`src/rtl/uart_pkg.sv`:
```
// Shared definitions for the UART receive path: FSM state encoding, read-word
// bit positions and the baud divider helper.
package uart_pkg;

  // Receiver FSM state encoding.
  localparam logic [2:0] StIdle   = 3'd0;
  localparam logic [2:0] StStart  = 3'd1;
  localparam logic [2:0] StData   = 3'd2;
  localparam logic [2:0] StParity = 3'd3;
  localparam logic [2:0] StStop   = 3'd4;
  localparam logic [2:0] StBreak  = 3'd5;

  // Bit positions inside the 10-bit read word.
  localparam int unsigned ERR_BIT   = 9;
  localparam int unsigned AVAIL_BIT = 8;

  // Clocks per bit, rounded to nearest, floored at 4 so the half-bit count
  // and the synchroniser delay still leave a usable sample window.
  function automatic int unsigned bit_ticks(input int unsigned clk_hz,
                                            input int unsigned baud);
    int unsigned t;
    t = (clk_hz + baud / 2) / baud;
    if (t < 4) t = 4;
    return t;
  endfunction

endpackage

```
`src/rtl/sync_fifo.sv`:
```
// Single-clock FIFO with registered head/avail outputs that already reflect
// the push/pop of the current cycle, so readers see new data one clock later.
module sync_fifo #(
  parameter int unsigned WIDTH = 8,
  parameter int unsigned AW    = 4
) (
  input  logic             clk,
  input  logic             rst_n,
  input  logic             push,
  input  logic [WIDTH-1:0] wdata,
  input  logic             pop,
  output logic             full,
  output logic             empty,
  output logic             avail,
  output logic [WIDTH-1:0] head
);

  localparam int unsigned PtrW  = AW + 1;
  localparam int unsigned Depth = 2 ** AW;

  logic [PtrW-1:0]  wptr_q, wptr_d, rptr_q, rptr_d;
  logic [WIDTH-1:0] mem_q [Depth];
  logic [WIDTH-1:0] head_q, head_d;
  logic             avail_q, avail_d;
  logic             push_en, pop_en;

  assign empty = (wptr_q == rptr_q);
  assign full  = (wptr_q[AW] != rptr_q[AW]) && (wptr_q[AW-1:0] == rptr_q[AW-1:0]);

  // A full FIFO still accepts a push when the head leaves in the same cycle.
  assign pop_en  = pop && !empty;
  assign push_en = push && (!full || pop_en);

  // Next pointers and the look-ahead head (bypass when the new head slot is being written).
  always_comb begin
    wptr_d  = wptr_q + PtrW'(push_en);
    rptr_d  = rptr_q + PtrW'(pop_en);
    avail_d = (wptr_d != rptr_d);
    if (!avail_d) begin
      head_d = '0;
    end else if (push_en && (wptr_q[AW-1:0] == rptr_d[AW-1:0])) begin
      head_d = wdata;
    end else begin
      head_d = mem_q[rptr_d[AW-1:0]];
    end
  end

  // Pointer and output registers.
  always_ff @(posedge clk or negedge rst_n) begin
    if (!rst_n) begin
      wptr_q  <= '0;
      rptr_q  <= '0;
      head_q  <= '0;
      avail_q <= 1'b0;
    end else begin
      wptr_q  <= wptr_d;
      rptr_q  <= rptr_d;
      head_q  <= head_d;
      avail_q <= avail_d;
    end
  end

  // Storage array; contents are only visible through head, so no reset needed.
  always_ff @(posedge clk) begin
    if (push_en) mem_q[wptr_q[AW-1:0]] <= wdata;
  end

  assign avail = avail_q;
  assign head  = head_q;

endmodule

```
`src/rtl/uart_rx.sv`:
```
// UART receiver: 2-FF synchroniser, mid-bit sampling deserialiser, receive FIFO
// and sticky error flag, presented as {err, rx_avail, head_byte}.
// Optional even-parity checking is enabled by defining UART_RX_PARITY_EN.
module uart_rx #(
  parameter int unsigned CLK_HZ  = 50000000,
  parameter int unsigned BAUD    = 115200,
  parameter int unsigned FIFO_AW = 4
) (
  input  logic       clk,
  input  logic       rst_n,
  input  logic       rxd,
  input  logic       cpu_sel,
  input  logic       cpu_wr,
  input  logic       rd_ack,
  output logic [9:0] dout,
  output logic       rx_irq
);

  import uart_pkg::*;

  localparam int unsigned BIT_TICKS  = bit_ticks(CLK_HZ, BAUD);
  localparam int unsigned HALF_TICKS = BIT_TICKS / 2;
  localparam int unsigned CntW       = $clog2(BIT_TICKS + 1);

  logic            rxd_meta_q, rxd_sync_q, rxd_prev_q;
  logic [2:0]      state_q, state_d;
  logic [CntW-1:0] cnt_q, cnt_d;
  logic [2:0]      bit_idx_q, bit_idx_d;
  logic [7:0]      shift_q, shift_d;
  logic            err_q, err_d;
  logic            tick, push_req, frame_err, overrun, new_err;
  logic            fifo_full, fifo_empty, fifo_avail, pop_eff;
  logic [7:0]      fifo_head;
`ifdef UART_RX_PARITY_EN
  logic            par_err_q, par_err_d, par_err_set;
`endif

  // Synchroniser flops idle high so reset release never looks like a start edge.
  always_ff @(posedge clk or negedge rst_n) begin
    if (!rst_n) begin
      rxd_meta_q <= 1'b1;
      rxd_sync_q <= 1'b1;
      rxd_prev_q <= 1'b1;
    end else begin
      rxd_meta_q <= rxd;
      rxd_sync_q <= rxd_meta_q;
      rxd_prev_q <= rxd_sync_q;
    end
  end

  assign tick = (cnt_q == CntW'(1));

  // Deserialiser next-state logic.
  always_comb begin
    state_d   = state_q;
    cnt_d     = cnt_q;
    bit_idx_d = bit_idx_q;
    shift_d   = shift_q;
    push_req  = 1'b0;
    frame_err = 1'b0;
`ifdef UART_RX_PARITY_EN
    par_err_d   = par_err_q;
    par_err_set = 1'b0;
`endif
    case (state_q)
      StIdle: begin
        if (rxd_prev_q && !rxd_sync_q) begin
          cnt_d   = CntW'(HALF_TICKS);
          state_d = StStart;
        end
      end
      StStart: begin
        if (!tick) begin
          cnt_d = cnt_q - CntW'(1);
        end else if (rxd_sync_q) begin
          state_d = StIdle;
        end else begin
          cnt_d     = CntW'(BIT_TICKS);
          bit_idx_d = 3'd0;
          state_d   = StData;
`ifdef UART_RX_PARITY_EN
          par_err_d = 1'b0;
`endif
        end
      end
      StData: begin
        if (!tick) begin
          cnt_d = cnt_q - CntW'(1);
        end else begin
          shift_d = {rxd_sync_q, shift_q[7:1]};
          cnt_d   = CntW'(BIT_TICKS);
          if (bit_idx_q == 3'd7) begin
`ifdef UART_RX_PARITY_EN
            state_d = StParity;
`else
            state_d = StStop;
`endif
          end else begin
            bit_idx_d = bit_idx_q + 3'd1;
          end
        end
      end
`ifdef UART_RX_PARITY_EN
      StParity: begin
        if (!tick) begin
          cnt_d = cnt_q - CntW'(1);
        end else begin
          // Even parity: data plus parity bit must XOR to zero.
          par_err_d   = ^{shift_q, rxd_sync_q};
          par_err_set = par_err_d;
          cnt_d       = CntW'(BIT_TICKS);
          state_d     = StStop;
        end
      end
`endif
      StStop: begin
        if (!tick) begin
          cnt_d = cnt_q - CntW'(1);
        end else if (rxd_sync_q) begin
`ifdef UART_RX_PARITY_EN
          push_req = !par_err_q;
`else
          push_req = 1'b1;
`endif
          state_d = StIdle;
        end else begin
          frame_err = 1'b1;
          state_d   = StBreak;
        end
      end
      StBreak: begin
        // Hold here while the line is low so a long break reports one error.
        if (rxd_sync_q) state_d = StIdle;
      end
      default: state_d = StIdle;
    endcase
  end

  // Deserialiser state registers.
  always_ff @(posedge clk or negedge rst_n) begin
    if (!rst_n) begin
      state_q   <= StIdle;
      cnt_q     <= '0;
      bit_idx_q <= '0;
      shift_q   <= '0;
`ifdef UART_RX_PARITY_EN
      par_err_q <= 1'b0;
`endif
    end else begin
      state_q   <= state_d;
      cnt_q     <= cnt_d;
      bit_idx_q <= bit_idx_d;
      shift_q   <= shift_d;
`ifdef UART_RX_PARITY_EN
      par_err_q <= par_err_d;
`endif
    end
  end

  assign pop_eff = rd_ack && !fifo_empty;
  assign overrun = push_req && fifo_full && !pop_eff;

`ifdef UART_RX_PARITY_EN
  assign new_err = frame_err || overrun || par_err_set;
`else
  assign new_err = frame_err || overrun;
`endif

  // Sticky error: CPU write clears it, a same-cycle new error takes priority.
  always_comb begin
    err_d = err_q;
    if (cpu_sel && cpu_wr) err_d = 1'b0;
    if (new_err)           err_d = 1'b1;
  end

  // Error flag register.
  always_ff @(posedge clk or negedge rst_n) begin
    if (!rst_n) err_q <= 1'b0;
    else        err_q <= err_d;
  end

  sync_fifo #(
    .WIDTH (8),
    .AW    (FIFO_AW)
  ) u_fifo (
    .clk   (clk),
    .rst_n (rst_n),
    .push  (push_req),
    .wdata (shift_q),
    .pop   (rd_ack),
    .full  (fifo_full),
    .empty (fifo_empty),
    .avail (fifo_avail),
    .head  (fifo_head)
  );

  assign dout[ERR_BIT]   = err_q;
  assign dout[AVAIL_BIT] = fifo_avail;
  assign dout[7:0]       = fifo_head;
  assign rx_irq          = fifo_avail || err_q;

endmodule

```
`config.mk`:
```
export PLATFORM = sky130hd
export DESIGN_NAME = uart_rx
export DESIGN_NICKNAME = d
export VERILOG_FILES = /design/src/rtl/uart_pkg.sv /design/src/rtl/sync_fifo.sv /design/src/rtl/uart_rx.sv
export SDC_FILE = /design/constraint.sdc
export NUM_CORES = 1
export LEC_CHECK = 0
export ABC_CLOCK_PERIOD_IN_PS = 8750
export CORE_ASPECT_RATIO = 0.6
export CORE_MARGIN = 2
export CORE_UTILIZATION = 36
export DETAILED_ROUTE_END_ITERATION = 8
export HOLD_SLACK_MARGIN = 0.06
export SYNTH_ARGS = -nofsm -noshare
export SYNTH_HDL_FRONTEND = slang
export SYNTH_SLANG_ARGS = --single-unit
```
`constraint.sdc`:
```
create_clock -name clk -period 8.75 [get_ports clk]
set_input_delay 1.3125 -clock clk [delete_from_list [all_inputs] [get_ports clk]]
set_output_delay 1.3125 -clock clk [all_outputs]
set_load 0.05 [all_outputs]
```
==> impl_metrics.yaml <==
place:
  portBuffers: 16
  placed_area_um2: 7873
  post-dp-hpwl_um: 10300
  dp.cells: 717
  dp_slack_ns: 4.270
  place.gp.congestion: 0.7921
worst_setup_path:
  rr_worst_depth: 10
  timing.rr.start: "u_fifo.wptr_q[3]"
  r2r_slack_ns: 4.70
  cp_max_fo: 35
  arrival_ns: 4.34
  critPathLaunchType: "flop"
  path_class: "reg -> reg"
  end_kind: "flop"
  r2r_end: "u_fifo.head[7]"
  crit_required_ns: 9.04
timing:
  timing.final.hold_violations: 0
  fmax_mhz: 247.1
  whs_ns: 0.3677
  maxSlewHeadroom_pct: 28.85
  worst_slack_ns: 4.703
  rsz0062_at_grt: "false"
  setup_tns_ns: 0
  post-route-min-period_ns: 4.047
  worst_pin_slew_ns: 1.063
  finalSetupViolCount: 0
  drv_slew: 0
  period_share_pct: 46.25
  fin_skew_ns: 0.01211
floorplan:
  die_height_um: 115.4
  io_pins: 17
  die_x_um: 189.6
  initial_core_util_pct: 36.98
  row_count: 40
  core_region_area_um2: 20120
  dieArea_um2: 21870
layout:
  nFillCells: 1762
  final_cells: 749
  drive_gt1_share_pct: 20.80
  diodes: 0
  layout.nets: 477
  fin_util_pct: 42.20
  design_area_um2: 8489
  area_growth_pct: 14.11
grt:
  grt_pass1_wl_um: 24520
  grt_max_degree: 47
  first_global_vias: 3958
  overflow: 0
  antenna_found_initial: 0
  grtUsageTotal_pct: 15.65
clocking:
  holdBufCountCts: 0
  postCtsSetupBuffers: 0
  clockBufferDepth: 2
  cts_resized: 0
  numCtsBuffers: 17
  cts_sinks: 174
  htree_levels: 4
  tritoncts: "yes"
  cts_root_buffer: "clkbuf_16"
  worstSkewPairLatency_ns: 0.44
  clkTransAtPathRegs_ns: 0.08
run:
  max_cap_viol_count: 0
synthesis:
  seq_area_frac_synth_pct: 67.19
  avgSynthCellArea_um2: 16.79
  ys_seq_elements: 174
  synth_edf_count: 128
  async_reset_ff_share_pct: 26.44
  syn-instance-count: 443
  synth_warnings: 0
  synthesis.area_um2: 7440
  synthFlopType: "edfxtp_1"
  synth_cell_types: 60
  synth_fp_nets: 457
power:
  total_power_mw: 2.298
  p_seq_share_pct: 42.1
  leakage_nw: 2.970
  p_clk_share_pct: 33.9
  p_switching_uw: 737.6
  peakVddDrop_mv: 0.1732
  p_comb_share_pct: 24.1
  power.density_nw_per_um2: 270.7
  p_int_mw: 1.561
  p_sw_share_pct: 32.09
route:
  avgRoutedWirePerCell_um: 21.12
  ant_nets: 0
  drt-initial-drc-count: 394
  viasPerCell: 5.336
  first_pass_iters: 5
  drt-total-wl_um: 15820
  drc: 0
  vias: 3997
worst_hold_path:
  hold_end: "rxd_sync_q"
  hold_depth: 0
  hold_path.class: "reg -> reg"
  hold_start: "rxd_meta_q"
status:
  status: "finished, final reports clean"
[worst max-delay path by stage]
stage / start / endpoint / slack (ns) / cells after the start
6_report: u_fifo.wptr_q[3] / u_fifo.head[7] / 4.70 / 10
5_1_grt: u_fifo.wptr_q[3] / u_fifo.head[4] / 4.52 / 10
4_1_cts: u_fifo.wptr_q[3] / u_fifo.head[7] / 4.71 / 10
3_5_place_dp: rd_ack / u_fifo.head[1] / 4.27 / 9
3_3_place_gp: rd_ack / u_fifo.head[6] / 4.45 / 9
2_1_floorplan: rd_ack / u_fifo.head[0] / 5.44 / 9
[cell families (layout without fill, tap and decap cells)]
logic type / after synthesis / after routing / share of synthesized area (%)
AOI/OAI and AO/OA: 52 / 52 / 5.079
and+or+nand+nor: 91 / 91 / 6.879
DFF: 174 / 174 / 67.19
adders and majority gates: 8 / 8 / 1.345
xor gates and xnor gates: 22 / 22 / 3.280
muxes: 64 / 64 / 14.18
buffers and inverters: 32 / 65 / 2.052
[per-layer routing]
metal | track usage, % | share of wire [%] | vias to the layer above
li1 | - | - | 1779
met1 | 23.29 | 49 | 2096
met2 | 22.88 | 44 | 107
met3 | 3.388 | 5.5 | 15
met4 | 5.168 | 1.1 | 0
met5 | 0 | 0 | -
[worst max-delay path, cell delays in order, from the launching register on]
cell and delay, ns:
dfrtp_1 0.62, xor2_1 0.18, nor4_4 0.55, a21boi_0 0.19, ha_2 0.36, buf_4 0.56
mux4_2 0.61, mux2i_1 0.37, mux2i_1 0.15, a21oi_1 0.18, nor3_1 0.08
[cell usage after synthesis, types with 2 or more instances]
cell | instances | share of area [%]
a21oi_1 | 17 | 1.1
a22o_1 | 4 | 0.47
nand3_1 | 10 | 0.67
buf_1 | 2 | 0.10
o21ai_0 | 11 | 0.74
dfrtp_1 | 43 | 14
nand3b_1 | 2 | 0.20
or3_1 | 3 | 0.25
edfxtp_1 | 128 | 52
nor3_1 | 23 | 1.5
buf_6 | 2 | 0.30
nand2b_1 | 3 | 0.25
o31ai_1 | 4 | 0.40
nor4_1 | 2 | 0.17
buf_4 | 2 | 0.20
mux2i_1 | 24 | 3.2
mux4_2 | 32 | 9.7
dfstp_2 | 3 | 1.1
buf_2 | 8 | 0.54
clkbuf_1 | 7 | 0.35
nor2_1 | 20 | 1.0
xor2_1 | 10 | 1.2
mux2_2 | 7 | 1.1
nor4b_1 | 2 | 0.24
inv_1 | 11 | 0.56
a2111oi_4 | 2 | 0.74
ha_1 | 8 | 1.3
o22ai_1 | 2 | 0.17
xnor2_1 | 9 | 1.1
nand2_1 | 12 | 0.61
[flip-flops by register name, summed over array words and instances, names as in the netlist]
| name | cells |
|---|---|
| u_fifo.mem_q | 128 |
| cnt_q | 9 |
| shift_q | 8 |
| u_fifo.head | 8 |
| u_fifo.rptr_q | 5 |
| u_fifo.wptr_q | 5 |
| bit_idx_q | 3 |
| state_q | 3 |
| err_q | 1 |
| rxd_meta_q | 1 |
| rxd_prev_q | 1 |
| rxd_sync_q | 1 |
| u_fifo.avail | 1 |
[layout make-up]
cell class	instances	area, um2	area share, %
Clock buffer	17	425.4	5.011
Sequential cell	174	4999	58.88
Timing Repair Buffer	22	200.2	2.358
Multi-Input combinational cell	237	2291	26.99
Inverter	11	41.29	0.4864
Tap cell	273	341.6	4.024
Clock inverter	15	191.4	2.255
[power by group through the flow]
stage	logic, mW	clock network, mW	registers (mW)
after floorplan	0.435	0	0.986
after global placement	0.553	0	0.982
after detailed placement	0.562	0	0.984
after CTS	0.564	0.796	0.966
after global routing	0.593	0.826	0.973
final	0.553	0.778	0.967
[layout by cell type, fill, tap and decap left out, drive strengths merged, types with 5 or more instances in the layout]
cell type      instances
edfxtp               128
inv                   19
nand2                 13
xor2                  11
a22o                   5
nor3                  24
mux2                   8
xnor2                 10
a21oi                 17
clkdlybuf4s50         15
nor2                  20
mux2i                 24
nand3                 10
ha                     8
dfrtp                 43
buf                    7
clkinv                 5
clkbuf                17
mux4                  32
o21ai                 11
Note: power is estimated with default switching activity, not from simulation.
==> RTL change 1 (config.mk and constraints unchanged) <==
Take the reset off `shift_q` and load it in a clocked block of its own.
--- a/src/rtl/uart_rx.sv
+++ b/src/rtl/uart_rx.sv
@@ -142,7 +142,6 @@
       state_q   <= StIdle;
       cnt_q     <= '0;
       bit_idx_q <= '0;
-      shift_q   <= '0;
 `ifdef UART_RX_PARITY_EN
       par_err_q <= 1'b0;
 `endif
@@ -150,11 +149,14 @@
       state_q   <= state_d;
       cnt_q     <= cnt_d;
       bit_idx_q <= bit_idx_d;
-      shift_q   <= shift_d;
 `ifdef UART_RX_PARITY_EN
       par_err_q <= par_err_d;
 `endif
     end
+  end
+
+  always_ff @(posedge clk) begin
+    shift_q <= shift_d;
   end
 
   assign pop_eff = rd_ack && !fifo_empty;
Formal check against the unedited RTL: no difference found for any inputs over 10 cycles, from zero or initial values and one cycle with rst_n low; that may be too few to reach the edited logic, so the function may still have changed.
==> RTL change 1 against the unedited design <==
Worst hold slack worse by 0.011 ns. Count of clock-buffer cells in the layout is 1 higher. Sequential cell count stayed put. Area after synthesis is 0.24% higher. Total power is 20% higher. Routed wire length is 3.8% higher. Setup slack worse by 0.13 ns. Cell area is 0.47% lower. Critical endpoint is now u_fifo.head[3]$_DFF_PN0_.
==> RTL change 1: results (changes against the unedited design) <==
[run_status]
status=finished clean

[critical_path]
regToRegSetupSlack_ns=4.58  ; -0.13 ns
reg2reg_to=u_fifo.head[3]$_DFF_PN0_
cp.arrival_ns=4.49  ; +0.15 ns
slowest_stage=nor4_2
path_delay_family=simple AND/OR/NAND/NOR gates
critPathMaxFanout=19  ; -46%
critPathMaxStageDelay_ns=0.77  ; +0.15 ns

[detailed_routing]
wl_met2_um=6620  ; -5.6%
via_count=4049  ; +1.3%
route.detailed.wl_per_inst_um=21.9  ; +3.7%
m1WireLength_um=8510  ; +9.6%
dr.pass1.iters=6  ; +1
drt_iter0_drc=462  ; +17%

[place]
placed_cell_area_sq_um=7850  ; -0.27%
hpwl_um=11000  ; +6.4%

[hold_path]
hold_end=rxd_sync_q$_DFF_PN1_

[layout]
fill_cells=1753  ; -0.51%
layout-drive-gt1-share=0.180  ; -0.0277
final_nets=478  ; +0.21%

[sta]
worst_pin_slew_ns=1.13  ; +0.0647 ns

[global_routing]
track_usage=0.162  ; +0.00555
grt_pass1_wl_um=25400  ; +3.7%
grt_max_degree=39  ; -17%

[synth]
synth_area_leaders=edfxtp_1 (55%), dfrtp_1 (12%), mux4_2 (9.7%), mux2i_1 (3.2%), nor3_1 (1.4%)
async_flop_share=0.218  ; -0.0460
syn_nets=460  ; +0.66%
synth.distinct_cells=57  ; -5.0%
synth_edf_count=136  ; +6.3%
synth-seq-area-share=0.676  ; +0.00379
synth_common_cells=edfxtp_1 (136), dfrtp_1 (35), mux4_2 (32)

[power]
power_leakage_uw=0.00289  ; -2.8%
worst_ir_drop_vdd_mv=0.165  ; -5.0%

[RTL change 1: changes by cell type after synthesis, sizes merged, moves of 3 or more]
| cell | delta |
|---|---|
| dfrtp | -8 |
| mux2 | -6 |
| edfxtp | +8 |
| nand2 | +9 |
| nor2 | +3 |
| a22o | -5 |
| or3 | -3 |
[RTL change 1: kinds of logic after synthesis]
family          share of synthesized area
flops                               0.676
simple gates                       0.0757
mux                                 0.132
compound gates                     0.0470
buf+inv                            0.0237
xor+xnor                           0.0327
fa+ha+maj                          0.0134
[RTL change 1: cell type report]
type | instances | area [sq um] | share of cell area
timing repair buffer | 20 | 185 | 0.0219
clock inverter | 14 | 169 | 0.0200
inverter | 11 | 41.3 | 0.00489
multi-input combinational | 240 | 2240 | 0.266
tap | 273 | 342 | 0.0404
clock buffer | 18 | 429 | 0.0508
sequential | 174 | 5040 | 0.596
[RTL change 1: stage by stage]
step | instances | utilization | hold WS, ns | total power, uW | worst slack (ns)
2_1_floorplan | 446 | - | 0.345 | 1760 | 5.46
3_3_place_gp | 718 | 0.389 | 0.348 | 1990 | 4.54
3_5_place_dp | 718 | 0.389 | 0.350 | 2010 | 4.44
4_1_cts | 750 | 0.419 | 0.359 | 2780 | 4.59
5_1_grt | 750 | 0.419 | 0.369 | 2890 | 4.34
6_report | 750 | 0.419 | 0.357 | 2760 | 4.58
[RTL change 1: power breakdown]
group | switching, uW | total, uW | internal [uW]
Sequential | 65.5 | 1010 | 941
Clock | 323 | 772 | 449
Combinational | 552 | 986 | 434
Total | 940 | 2760 | 1820
[RTL change 1: routing by layer]
| metal | global-route usage | vias to the layer above |
|---|---|---|
| met5 | 0 | - |
| met4 | 0.0398 | 0 |
| met3 | 0.0503 | 11 |
| met2 | 0.217 | 135 |
| met1 | 0.254 | 2131 |
| li1 | - | 1772 |
==> RTL change 2 (same settings) <==
Without the edit above. Add a define of `UART_RX_PARITY_EN`.
--- a/src/rtl/uart_rx.sv
+++ b/src/rtl/uart_rx.sv
@@ -1,6 +1,8 @@
 // UART receiver: 2-FF synchroniser, mid-bit sampling deserialiser, receive FIFO
 // and sticky error flag, presented as {err, rx_avail, head_byte}.
 // Optional even-parity checking is enabled by defining UART_RX_PARITY_EN.
+`define UART_RX_PARITY_EN
+
 module uart_rx #(
   parameter int unsigned CLK_HZ  = 50000000,
   parameter int unsigned BAUD    = 115200,
Check against the original RTL: no difference found for any inputs over 10 cycles, from zero or initial values and one cycle with rst_n low; that may be too few to reach the edited logic, so the function may still have changed.
==> RTL change 2 against the unedited design <==
Setup slack worse by 0.27 ns. First-iteration DRC count down 0.76%. Routed wire length up 4.7%. Fmax down 6.3%. Total power up 6.0%. Sequential cell count up 1. Final cell count up 3.6%. Cell area up 1.3%. Area after synthesis up 1.6%. Die area up 1.6%.
==> RTL change 2: results (changes against the unedited design) <==
[layout]
layout-drive-gt1-share=0.215  ; +0.00731
final_cells=776  ; +3.6%
antenna_cells=0  ; unchanged
fill_cells=1900  ; +7.8%
final_nets=498  ; +4.4%

[synth]
synth_xor_area_frac=0.0411  ; +0.00826
synth.distinct_cells=56  ; -6.7%
async_flop_share=0.269  ; +0.00420
synth-seq-area-share=0.665  ; -0.00726
syn_nets=472  ; +3.3%
synth_common_cells=edfxtp_1 (128), dfrtp_1 (44), mux2i_1 (32), mux4_2 (32)
synth_edf_count=128  ; unchanged
synth_compound_area_frac=0.0356  ; -0.0152
synthCells=458  ; +3.4%
synth_area_leaders=edfxtp_1 (51%), dfrtp_1 (15%), mux4_2 (9.5%), mux2i_1 (4.2%), xnor2_1 (1.6%)
yosys.area_share.adder=0.0132  ; -0.000212
yosys-mux-area-fraction=0.150  ; +0.00787

[sta]
maxSlewHeadroom=0.190  ; -0.0986
clock_skew_ns=0.0100  ; -0.00210 ns
timing.hold.ws_ns=0.357  ; -0.0109 ns

[detailed_routing]
dr.pass1.iters=5  ; unchanged
viasPerCell=5.28  ; -1.1%
route.detailed.wl_per_inst_um=21.3  ; +1.1%
drt_iter0_drc=391  ; -0.76%

[critical_path]
cp.arrival_ns=4.57  ; +0.23 ns
slowest_stage=a2111oi_4
path_delay_family=compound AO/OA/AOI/OAI gates
critPathMaxStageDelay_ns=0.83  ; +0.21 ns
regToRegSetupSlack_ns=4.43  ; -0.27 ns
reg2reg_to=u_fifo.head[3]$_DFF_PN0_
reg2reg_from=u_fifo.wptr_q[2]$_DFF_PN0_

[place]
hpwl_um=10900  ; +6.2%
placed_cell_area_sq_um=8070  ; +2.5%
dp.cells=744  ; +3.8%
pre_cts_slack_ns=4.12  ; -0.149 ns
gp_congestion=0.795  ; +0.33%

[power]
worst_ir_drop_vdd_mv=0.266  ; +54%
internal_power_uw=1620  ; +3.9%
power_leakage_uw=0.00318  ; +7.0%

[global_routing]
grt_max_degree=48  ; +2.1%
track_usage=0.158  ; +0.00137
grt_pass1_wl_um=25100  ; +2.4%

[hold_path]
whs_path_depth=0  ; unchanged
hold_end=rxd_sync_q$_DFF_PN1_

[run_status]
status=finished clean

## RTL change 2: per-layer routing
layer | GRT usage | part of all wire
met2 | 0.215 | 0.42
met1 | 0.241 | 0.50
met4 | 0.0451 | 0.010
met3 | 0.0490 | 0.073
met5 | 0 | 0
## RTL change 2: worst max-delay path by stage
stage                                     startpoint  slack (ns)                        to  depth (start not counted)
final                     u_fifo.wptr_q[2]$_DFF_PN0_        4.43  u_fifo.head[3]$_DFF_PN0_                         10
after global placement                        rd_ack        4.21  u_fifo.head[3]$_DFF_PN0_                          8
after detailed placement                      rd_ack        4.12  u_fifo.head[0]$_DFF_PN0_                          8
after CTS                 u_fifo.wptr_q[2]$_DFF_PN0_        4.45  u_fifo.head[3]$_DFF_PN0_                         10
after floorplan                               rd_ack        5.18  u_fifo.head[0]$_DFF_PN0_                          9
after global routing      u_fifo.wptr_q[2]$_DFF_PN0_        4.14  u_fifo.head[5]$_DFF_PN0_                         10
## RTL change 2: cell type report
type | count | area (sq um) | area share
sequential | 175 | 5020 | 0.584
inverter | 12 | 45.0 | 0.00524
clock inverter | 13 | 91.3 | 0.0106
tap | 279 | 349 | 0.0406
timing repair buffer | 31 | 268 | 0.0311
multi-input combinational | 247 | 2380 | 0.277
clock buffer | 19 | 443 | 0.0515
## RTL change 2: power groups by stage
| stage | clock network, uW | registers (uW) | logic, uW |
|---|---|---|---|
| 6_report | 692 | 996 | 750 |
| 4_1_cts | 706 | 994 | 753 |
| 2_1_floorplan | 0 | 1030 | 529 |
| 3_3_place_gp | 0 | 1010 | 738 |
| 3_5_place_dp | 0 | 1010 | 751 |
| 5_1_grt | 747 | 1000 | 801 |
